$ cat config.mk
export PLATFORM = sky130hd
export DESIGN_NAME = seq_shift_add_mult_flat
export DESIGN_NICKNAME = d
export VERILOG_FILES = /design/src/rtl/mult_pkg.sv /design/src/rtl/seq_shift_add_mult_if.sv /design/src/rtl/mult_seq_ctrl.sv /design/src/rtl/seq_shift_add_mult.sv /design/src/flat_wrapper.sv
export SDC_FILE = /design/constraint.sdc
export NUM_CORES = 1
export LEC_CHECK = 0
export CAP_MARGIN = 20
export CORE_ASPECT_RATIO = 1.5
export CORE_MARGIN = 2
export CORE_UTILIZATION = 35
export CTS_CLUSTER_DIAMETER = 150
export DETAILED_ROUTE_END_ITERATION = 6
export GPL_TIMING_DRIVEN = 1
export RECOVER_POWER = 50
export SETUP_SLACK_MARGIN = 0.15
export SYNTH_ARGS = -nofsm -noshare
export SYNTH_HDL_FRONTEND = slang
export SYNTH_SLANG_ARGS = --single-unit
$ cat constraint.sdc
create_clock -name clk_in -period 3.6 [get_ports clk_in]
set_clock_uncertainty 0.15 [all_clocks]
set_input_delay 0.72 -clock clk_in [delete_from_list [all_inputs] [get_ports clk_in]]
set_output_delay 0.72 -clock clk_in [all_outputs]
set_load 0.03 [all_outputs]
$ cat src/rtl/mult_pkg.sv
// Shared types and width helpers for the sequential shift-add multiplier.
package mult_pkg;

    // Controller states: waiting for work, iterating one bit per clock, result pulse.
    typedef enum logic [1:0] {
        IDLE = 2'd0,
        RUN  = 2'd1,
        DONE = 2'd2
    } mult_state_t;

    // Iteration counter width: it counts WIDTH-1 down to 0.
    function automatic int cnt_width(input int width);
        return $clog2(width);
    endfunction

    // Full product width.
    function automatic int prod_width(input int width);
        return 2 * width;
    endfunction

endpackage

$ cat src/rtl/seq_shift_add_mult_if.sv
// Request/result bundle between a datapath client (master) and the multiplier (slave).
interface seq_shift_add_mult_if #(
    parameter int WIDTH = 4
);
    logic                 start;
    logic [WIDTH-1:0]     x;
    logic [WIDTH-1:0]     y;
    logic                 ready;
    logic                 busy;
    logic                 done;
    logic [2*WIDTH-1:0]   product;

    modport master (
        output start, x, y,
        input  ready, busy, done, product
    );

    modport slave (
        input  start, x, y,
        output ready, busy, done, product
    );
endinterface

$ cat src/rtl/mult_seq_ctrl.sv
// Sequencing FSM and iteration counter for the shift-add multiplier.
// Issues load on acceptance, step on every iteration, finish on the last one.
module mult_seq_ctrl
    import mult_pkg::*;
#(
    parameter int WIDTH = 4
) (
    input  logic clk_in,
    input  logic rst_in,
    input  logic start,
    output logic load,
    output logic step,
    output logic finish,
    output logic ready,
    output logic done
);

    localparam int CW = cnt_width(WIDTH);

    mult_state_t   state_q, state_d;
    logic [CW-1:0] cnt_q, cnt_d;
    logic          last;

    assign last = (cnt_q == '0);

    // State and counter registers.
    // NOTE: sequential state uses non-blocking (<=) so every flop samples pre-edge values.
    always_ff @(posedge clk_in or negedge rst_in) begin
        if (!rst_in) begin
            state_q <= IDLE;
            cnt_q   <= '0;
        end else begin
            state_q <= state_d;
            cnt_q   <= cnt_d;
        end
    end

    // Next-state, counter update and Moore/strobe outputs.
    // NOTE: every output of this block is defaulted first so no path can infer a latch.
    always_comb begin
        state_d = state_q;
        cnt_d   = cnt_q;
        load    = 1'b0;
        step    = 1'b0;
        finish  = 1'b0;
        ready   = 1'b0;
        done    = 1'b0;
        unique case (state_q)
            IDLE: begin
                ready = 1'b1;
                if (start) begin
                    load    = 1'b1;
                    cnt_d   = CW'(WIDTH - 1);
                    state_d = RUN;
                end
            end
            RUN: begin
                step  = 1'b1;
                cnt_d = cnt_q - 1'b1;
                if (last) begin
                    finish  = 1'b1;
                    cnt_d   = '0;
                    state_d = DONE;
                end
            end
            DONE: begin
                done    = 1'b1;
                state_d = IDLE;
            end
            default: begin
                state_d = IDLE;
                cnt_d   = '0;
            end
        endcase
    end

endmodule

$ cat src/rtl/seq_shift_add_mult.sv
// Sequential shift-add multiplier: one multiplier bit per clock, WIDTH+2 cycles per op.
// Signed mode multiplies magnitudes and negates the final product when signs differ.
module seq_shift_add_mult
    import mult_pkg::*;
#(
    parameter int WIDTH  = 4,
    parameter bit SIGNED = 1'b0
) (
    input  logic                 clk_in,
    input  logic                 rst_in,
    seq_shift_add_mult_if.slave  bus
);

    localparam int PW = prod_width(WIDTH);

    logic load, step, finish, ready, done;

    mult_seq_ctrl #(.WIDTH(WIDTH)) u_ctrl (
        .clk_in (clk_in),
        .rst_in (rst_in),
        .start  (bus.start),
        .load   (load),
        .step   (step),
        .finish (finish),
        .ready  (ready),
        .done   (done)
    );

    logic [WIDTH-1:0] m_q, m_d;
    logic [WIDTH-1:0] a_q, a_d;
    logic [WIDTH-1:0] q_q, q_d;
    logic             neg_q, neg_d;
    logic [PW-1:0]    product_q, product_d;

    logic [WIDTH-1:0] mag_x, mag_y;
    logic             op_neg;
    logic [WIDTH:0]   sum;
    logic [PW-1:0]    step_prod;
    logic [PW-1:0]    final_prod;

    // Operand conditioning: magnitudes and result sign in signed mode, raw operands otherwise.
    // The most negative value's magnitude 2^(WIDTH-1) still fits WIDTH unsigned bits.
    generate
        if (SIGNED) begin : g_signed
            assign mag_x  = bus.x[WIDTH-1] ? -bus.x : bus.x;
            assign mag_y  = bus.y[WIDTH-1] ? -bus.y : bus.y;
            assign op_neg = bus.x[WIDTH-1] ^ bus.y[WIDTH-1];
        end else begin : g_unsigned
            assign mag_x  = bus.x;
            assign mag_y  = bus.y;
            assign op_neg = 1'b0;
        end
    endgenerate

    // One iteration: conditional add into {C,A}, then shift {C,A,Q} right by one.
    assign sum        = {1'b0, a_q} + {1'b0, (q_q[0] ? m_q : '0)};
    assign step_prod  = {sum, q_q[WIDTH-1:1]};
    assign final_prod = neg_q ? -step_prod : step_prod;

    // Datapath next-state: load operands, iterate, capture product on the last iteration.
    always_comb begin
        m_d       = m_q;
        a_d       = a_q;
        q_d       = q_q;
        neg_d     = neg_q;
        product_d = product_q;
        if (load) begin
            m_d   = mag_x;
            q_d   = mag_y;
            a_d   = '0;
            neg_d = op_neg;
        end else if (step) begin
            a_d = step_prod[PW-1:WIDTH];
            q_d = step_prod[WIDTH-1:0];
            if (finish) begin
                product_d = final_prod;
            end
        end
    end

    // Datapath registers.
    // NOTE: every datapath flop, including the held product, is reset so an aborted op leaves no residue.
    always_ff @(posedge clk_in or negedge rst_in) begin
        if (!rst_in) begin
            m_q       <= '0;
            a_q       <= '0;
            q_q       <= '0;
            neg_q     <= 1'b0;
            product_q <= '0;
        end else begin
            m_q       <= m_d;
            a_q       <= a_d;
            q_q       <= q_d;
            neg_q     <= neg_d;
            product_q <= product_d;
        end
    end

    assign bus.ready   = ready;
    assign bus.busy    = ~ready;
    assign bus.done    = done;
    assign bus.product = product_q;

endmodule
$ cat src/flat_wrapper.sv
// flat-port wrapper written by rule: the top's interface ports become plain ports
module seq_shift_add_mult_flat import mult_pkg::*;
#(
    parameter int WIDTH  = 4,
    parameter bit SIGNED = 1'b0
)
  (clk_in, rst_in, bus_start, bus_x, bus_y, bus_ready, bus_busy, bus_done, bus_product);
  seq_shift_add_mult_if #(.WIDTH(WIDTH)) bus_i ();
  input  logic clk_in;
  input  logic rst_in;
  input wire logic [$bits(bus_i.start)-1:0] bus_start;
  input wire logic [$bits(bus_i.x)-1:0] bus_x;
  input wire logic [$bits(bus_i.y)-1:0] bus_y;
  output wire logic [$bits(bus_i.ready)-1:0] bus_ready;
  output wire logic [$bits(bus_i.busy)-1:0] bus_busy;
  output wire logic [$bits(bus_i.done)-1:0] bus_done;
  output wire logic [$bits(bus_i.product)-1:0] bus_product;
  assign bus_i.start = bus_start;
  assign bus_i.x = bus_x;
  assign bus_i.y = bus_y;
  assign bus_ready = bus_i.ready;
  assign bus_busy = bus_i.busy;
  assign bus_done = bus_i.done;
  assign bus_product = bus_i.product;
  seq_shift_add_mult #(.WIDTH(WIDTH), .SIGNED(SIGNED)) u_core (.clk_in(clk_in), .rst_in(rst_in), .bus(bus_i));
endmodule
-- Word level (Yosys, flattened, before mapping)
Index checks and enable logic that the tools add are counted.
W data, S select, Z words.
- muxes and demuxes: 18
- equal/unequal tests: 4
- bitwise operators: 3
- reduce and logical (&&, ||, !) cells: 6
- add/subtract/negate cells: 2
- operators with widths (operator ; number):
    $mux W4 ; 5
    $mux W2 ; 4
    $mux W1 ; 7
    $pmux W2 S3 ; 1
    $add A4 B4 Y5 ; 1
    $logic_not A2 Y1 ; 2
    $ne A2 B2 Y1 const B ; 2
    $pmux W2 S2 ; 1
    $reduce_and A2 Y1 ; 2
    $not A1 Y1 ; 3
    $reduce_and A3 Y1 ; 1
    $eq A2 B1 Y1 const B ; 1
    $eq A2 B2 Y1 const B ; 1
    $reduce_bool A2 Y1 ; 1
    $sub A2 B1 Y2 const B ; 1
- output and inout port bits: 11
- register bits after elaboration: 24
- word-level logic and storage cells: 39

-- Depth between registers and ports, before layout
Gate-level depths: netlist of run 1.
- depth in word-level cells: 4
- gate-level depth with buffers: 6
- mapped depth without buffers: 6

-- Hierarchy
From an unflattened synthesis of run 1, not the netlist that was laid out.
- cells, all modules: 117
- area, all modules: 1197.4 µm²
- by module, submodules not included (module ; area an instance (µm²) ; seq. area each (µm²) ; times used ; cells each):
    seq_shift_add_mult ; 998.5 ; 500.5 ; 1 ; 98
    mult_seq_ctrl ; 198.9 ; 100.1 ; 1 ; 19

-- Worst setup path before layout of run 1
Ideal clock, no wire load.
- path type: reg-to-output
- from: reg u_core.u_ctrl.state_q[1]
- to: out bus_done
- required time: 2.730 ns
- buffers on the path: 1
- data arrival time: 1.059 ns
- cell stages (with the launch flop): 3
- path slack: 1.671 ns
- cell sequence: dfrtp_1 -> clkbuf_1 -> nor2b_1
- word-level cells in the longest chain between the ends: 2
- RTL lines (what ; RTL line ; text):
    from (decl) ; mult_seq_ctrl.sv:20 ; mult_state_t state_q, state_d;
    from (signal assigned) ; mult_seq_ctrl.sv:33 ; state_q <= state_d;
    $eq A2 B2 Y1 ; mult_seq_ctrl.sv:48 ; unique case (state_q)
    $mux W1 ; mult_seq_ctrl.sv:48 ;
    to (decl) ; flat_wrapper.sv:16 ; output wire logic [$bits(bus_i.done)-1:0] bus_done;
Every way passes these cells.

-- Worst setup path after layout of run 1
- from: reg u_core.u_ctrl.state_q[0]
- to: out bus_ready
- word-level cells in the longest chain between the ends: 2
- RTL lines (what ; RTL line ; text):
    $logic_not A2 Y1 ; mult_seq_ctrl.sv:48 ;
    $mux W1 ; mult_seq_ctrl.sv:48 ;
    to (decl) ; flat_wrapper.sv:14 ; output wire logic [$bits(bus_i.ready)-1:0] bus_ready;
Every way passes these cells.

==> results.toml, run 1 <==
[outcome]
status = "completed"

[yosys]
synth_area_per_cell_um2 = 11.35
synth-seq-area-share_pct = 52.40
syn_nets = 117
synthArstFlopShare_pct = 100.0
synth_enable_flop_cells = 0
yosys.area.top_type = "dfrtp_1"
syn_inst = 101
yosys.area.top_type_share_pct = 52.40
synth_area_leaders = "dfrtp_1 52%, mux2_2 5.9%, ha_1 4.4%"
ys_dominant_reg_cell = "dfrtp_1"
syn-cell-area_mm2 = 0.001146
ys_seq_elements = 24
synth_cell_types = 30
ys_warn_count = 0

[global_route]
grt_pass1_wl_um = 3933
track_usage_pct = 13.70
grt_antenna_before_repair = 0
grt-ovfl-total = 0
grt_pass1_vias = 890
grt_max_degree = 25

[detailed_routing]
routed-via-count = 834
vias_per_cell = 5.085
drt_wl_total_um = 2204
ant_nets = 0
drtIter0Drc = 13
wl_per_cell_um = 13.44
drc = 0
drt_pass1_iterations = 2

[power]
vdd_ir_drop_max_mv = 0.4168
internal_power_mw = 0.7543
switchingPower_mw = 0.4894
p_comb_share_pct = 46.9
p_clk_share_pct = 14.5
powerDensity_mw_per_mm2 = 860.6
power_frac_seq_pct = 38.5
leakage_nw = 0.6510
p_total_mw = 1.244
switching_share_pct = 39.35

[timing]
max_freq_ghz = 0.3617
finalCriticalPeriod_ps = 2765
rsz0062_at_grt = "no"
setup_ws_ps = 835.3
relSlewSlack_pct = 13.46
tightestPinTransition_ps = 1298
drv_slew = 0
setup_viol = 0
tns_ps = 0
hold_violations = 0
fin_crit_sh_pct = 76.80

[placement]
routabilityCongestion = 0.7512
post-place-ws_ps = 1124
port_buffers = 21
place_hpwl_um = 1699
placed_cells = 160

[cts]
cts_sinks = 24
cts_hold_buf = 0
cts_htree_levels = 1
cts_tree = "built"
cts-root-buf = "clkbuf_8"
numCtsBuffers = 3
cts_resized = 0
clockBufferDepth = 2
clk_pin_slew_ps = 80
clk_latency_ps = 260
post-cts-setup-buffers = 0

[worst_setup_path]
crit_buf_inv = 2
critical_path_arrival_ps = 1890
crit_type = "reg -> out"
path_max_fanout = 15
worstPathCellList = "or2_2 -> inv_1 -> clkdlybuf4s50_1"
worstSetupEndpointType = "output pin"
critPathTopFamily = "buffers and inverters"
critPathLaunchType = "flop"
crit_path_top_delay_cell = "clkdlybuf4s50_1"
required_ps = 2730
max_stage_delay_ps = 660

[die]
start_util_pct = 36.64
fp.dieH_um = 74.09
core_mm2 = 0.003128
die_area_mm2 = 0.003758
fp-row-count = 25
ios = 22
dieWidth_um = 50.73

[min_path]
worstHoldPathType = "reg -> reg"

[job]
maxCapViolations = 0

[cells_and_area]
final_cells = 164
nets = 141
drive_gt1_share_pct = 12.10
utilization_pct = 46.20
area_growth_pct = 26.09
diodes = 0
[worst register-to-register path: stages, from the launching register on]
cell and delay (ps):
dfrtp_1 590, or4b_1 710, clkinvlp_2 250, mux2_2 350
[through the flow]
step / hold WS (ps) / instance area [um^2]
final: 334.9 / 1445
after CTS: 343.9 / 1450
after floorplan: 274.4 / 1146
after global placement: 314.5 / 1395
after detailed placement: 323.8 / 1395
after global routing: 378.3 / 1445
[metal layers]
layer  vias up  global-route usage [%]  part of all wire, %
met1       415                   15.95                   41
met4         0                   6.306                 0.91
met2        11                   25.15                   56
met5         -                       0                    0
li1        406                       -                    -
met3         2                   1.406                  2.3
[power groups by stage]
stage / Combinational [mW] / Clock, mW / Sequential, mW
floorplan: 0.382 / 0 / 0.503
global placement: 0.584 / 0 / 0.481
detailed placement: 0.596 / 0 / 0.486
CTS: 0.598 / 0.189 / 0.480
global route: 0.640 / 0.200 / 0.500
finish: 0.584 / 0.181 / 0.479
[synthesized netlist by cell type (all sizes together) (2+ instances only)]
cell / n
inv: 3
nor2: 3
and2: 5
nand2: 9
mux2: 9
nor2b: 5
ha: 4
o21ai: 8
nand4: 2
a21oi: 7
a22oi: 2
clkbuf: 2
nand3: 3
a211o: 2
dfrtp: 24
and3b: 2
[kinds of logic after synthesis]
group | share of synthesized area [%]
buffers and inverters | 2.839
DFF | 52.40
xor gates and xnor gates | 0.7643
and+or+nand+nor | 15.28
muxes | 9.825
adders and majority gates | 6.114
AOI/OAI and AO/OA | 12.77
[area by class of cell]
class,count,area (um^2)
Tap cell,40,50.05
Inverter,3,12.51
Fill cell,301,1683
Sequential cell,24,600.6
Clock buffer,4,55.05
Multi-Input combinational cell,71,513.0
Timing Repair Buffer,22,214.0
[state kept, by name, indices dropped and copies added (netlist names)]
| name | cells |
|---|---|
| u_core.bus.product | 8 |
| u_core.u_ctrl.state_q | 2 |
| u_core.m_q | 4 |
| u_core.q_q | 4 |
| u_core.u_ctrl.cnt_q | 2 |
| u_core.a_q | 4 |
[cell usage in the layout, fill, tap and decap left out, types with 2 or more instances in the layout]
master and count:
dlygate4sd3_1 2, and2_1 4, a211o_1 2, mux2_2 6, nand4_1 2, nand3_1 3
o21ai_0 8, nor2b_1 5, nor2_1 3, ha_1 4, a22oi_1 2, clkdlybuf4s50_1 19
a21oi_1 7, inv_1 2, and3b_1 2, clkbuf_8 4, dfrtp_1 24, mux2_4 3
nand2_1 9
[path summary, 6_finish.rpt]
kind	start	endpoint	slack, ps	cells after the start
worst min register to register	u_core.bus.product[7]$_DFFE_PN0P_	u_core.bus.product[7]$_DFFE_PN0P_	330	2
min in group asynchronous	rst_in	u_core.bus.product[6]$_DFFE_PN0P_	1110	2
worst min-delay path	u_core.bus.product[7]$_DFFE_PN0P_	u_core.bus.product[7]$_DFFE_PN0P_	330	2
max in group asynchronous	rst_in	u_core.m_q[1]$_DFFE_PN0P_	1430	2
worst max register to register	u_core.u_ctrl.state_q[0]$_DFFE_PN0P_	u_core.bus.product[1]$_DFFE_PN0P_	1450	3
worst max-delay path	u_core.u_ctrl.state_q[0]$_DFFE_PN0P_	bus_ready	840	3
Power figures use the tool's default switching activity.
==> run 2, diff against run 1 <==
==> constraint.sdc (replaced) <==
create_clock -name clk_in -period 2.3 [get_ports clk_in]
set_clock_uncertainty 0.15 [all_clocks]
set_input_delay 0.46 -clock clk_in [delete_from_list [all_inputs] [get_ports clk_in]]
set_output_delay 0.46 -clock clk_in [all_outputs]
set_load 0.03 [all_outputs]
==> run 2 against run 1 <==
Net effect:
- clock-buffer cell count unchanged
- sequential power increased by 48%
- combinational power increased by 69%
- core utilization increased by 0.84 points
- design area increased by 1.8%
- highest routed layer unchanged
- die area unchanged
==> results.toml, run 2 (same netlist as run 1, synthesis figures left out) <==
[outcome]
status = "completed"

[cells_and_area]
regArea_um2 = 600.6
nets = 146
area_growth_pct = 28.38
drive_gt1_share_pct = 13.95
mostFrequentLayoutCells = "24 x dfrtp_1, 17 x clkdlybuf4s50_1, 9 x nand2_1"
largest_register_ffs = 8
diodes = 0
multiInputGateArea_um2 = 513.0
fill_cells = 292
final_common_cell = "dfrtp_1"
final_cells = 169

[timing]
tightestPinTransition_ps = 1310
drv_slew = 0
fin_crit_sh_pct = 87.23
relSlewSlack_pct = 12.68
hold_violations = 0
tns_ps = 0
rsz0062_at_grt = "no"
finalCriticalPeriod_ps = 2006
setup_viol = 0
setup_ws_ps = 293.8
max_freq_ghz = 0.4984

[detailed_routing]
routed-wl-met3_um = 59
vias_per_cell = 5.012
wl_met2_um = 1288
drtIter0Drc = 16
drt_wl_total_um = 2320
drc = 0
routed.top_layer = "met4"
ant_nets = 0
drt_pass1_iterations = 4
routed-via-count = 847
met1_length_um = 918
wl_per_cell_um = 13.73

[worst_setup_path]
crit_path_top_delay_cell = "dlygate4sd2_1"
critPathLaunchType = "flop"
required_ps = 1690
path_max_fanout = 2
r2r_setup_slack_ps = 310
critical_path_arrival_ps = 1400
worstPathCellList = "or2_2 -> inv_1 -> dlygate4sd2_1"
reg2reg_depth = 6
r2r_start = "u_core.q_q[0]$_DFFE_PN0P_"
crit_start = "u_core.u_ctrl.state_q[0]$_DFFE_PN0P_"
worstSetupEndpointType = "output pin"
crit_type = "reg -> out"
max_stage_delay_ps = 390

[placement]
place_hpwl_um = 1836
routabilityCongestion = 0.8631
placed_cells = 165
port_buffers = 21
post-place-ws_ps = 268.7

[cts]
numCtsBuffers = 3
clk_pin_slew_ps = 80
cts-root-buf = "clkbuf_8"
cts_htree_levels = 1
clockBufferDepth = 2
cts_sinks = 24
clk_latency_ps = 260
cts_hold_buf = 0
cts_tree = "built"

[power]
vdd_ir_drop_max_mv = 0.5401
powerDensity_mw_per_mm2 = 1343
p_total_mw = 1.976
leakage_nw = 0.6745

[die]
fp-row-count = 25
dieWidth_um = 50.73
die_area_mm2 = 0.003758
start_util_pct = 36.64
core_mm2 = 0.003128
fp.dieH_um = 74.09
ios = 22

[min_path]
holdPathStages = 2
hold_path_startpoint = "u_core.bus.product[7]$_DFFE_PN0P_"
worstHoldPathType = "reg -> reg"

[global_route]
grt_pass1_wl_um = 3898
grt_antenna_before_repair = 0
grt_pass1_vias = 870
grt_max_degree = 25
grt-ovfl-total = 0
track_usage_pct = 14.18

[job]
maxCapViolations = 0
[run 2: cell count changes in the layout (fill, tap and decap cells not counted), sizes merged]
cell and change:
buf +3, dlygate4sd3 -1, dlygate4sd2 +3, clkbuf +2
clkdlybuf4s50 -2
[run 2: layout make-up]
cell class	count	share of cell area [%]
Timing Repair Buffer	27	16.33
Multi-Input combinational cell	71	34.86
Clock buffer	4	3.741
Sequential cell	24	40.82
Inverter	3	0.8503
Tap cell	40	3.401
[run 2: stage by stage]
stage | hold slack (ps) | util (%) | area (um^2)
after floorplan | 14.41 | - | 1146
after global placement | 317.4 | 45.80 | 1433
after detailed placement | 333.1 | 45.80 | 1433
after CTS | 352.0 | 47.44 | 1484
after global routing | 378.4 | 47.04 | 1471
final | 341.0 | 47.04 | 1471
[run 2: worst max-delay path: cells and delay by family (launching register included)]
kind / cells / cell delay [ps]
simple gates: 1 / 300
flops: 1 / 380
buf+inv: 2 / 450
[run 2: metal layers]
layer	up-vias	GRT usage [%]
met3	4	2.008
met2	13	25.73
met1	416	15.72
li1	414	-
met5	-	0
met4	0	8.108
[run 2: repair_timing]
action                                  CTS  global route
setup buffers                             0             0
endpoints found under the setup margin    3             0
resized for setup                         3             0
[run 2: worst paths after layout]
check	to
min	u_core.bus.product[7]$_DFFE_PN0P_
min in group asynchronous	u_core.bus.product[3]$_DFFE_PN0P_
max in group asynchronous	u_core.u_ctrl.cnt_q[1]$_DFFE_PN0P_
max	bus_ready
max reg2reg	u_core.bus.product[7]$_DFFE_PN0P_
min reg2reg	u_core.bus.product[7]$_DFFE_PN0P_
[run 2: power by group]
part	total, mW	switching (mW)	internal [mW]
sequential	0.709	0.115	0.594
combinational	0.987	0.533	0.454
clock	0.281	0.128	0.153
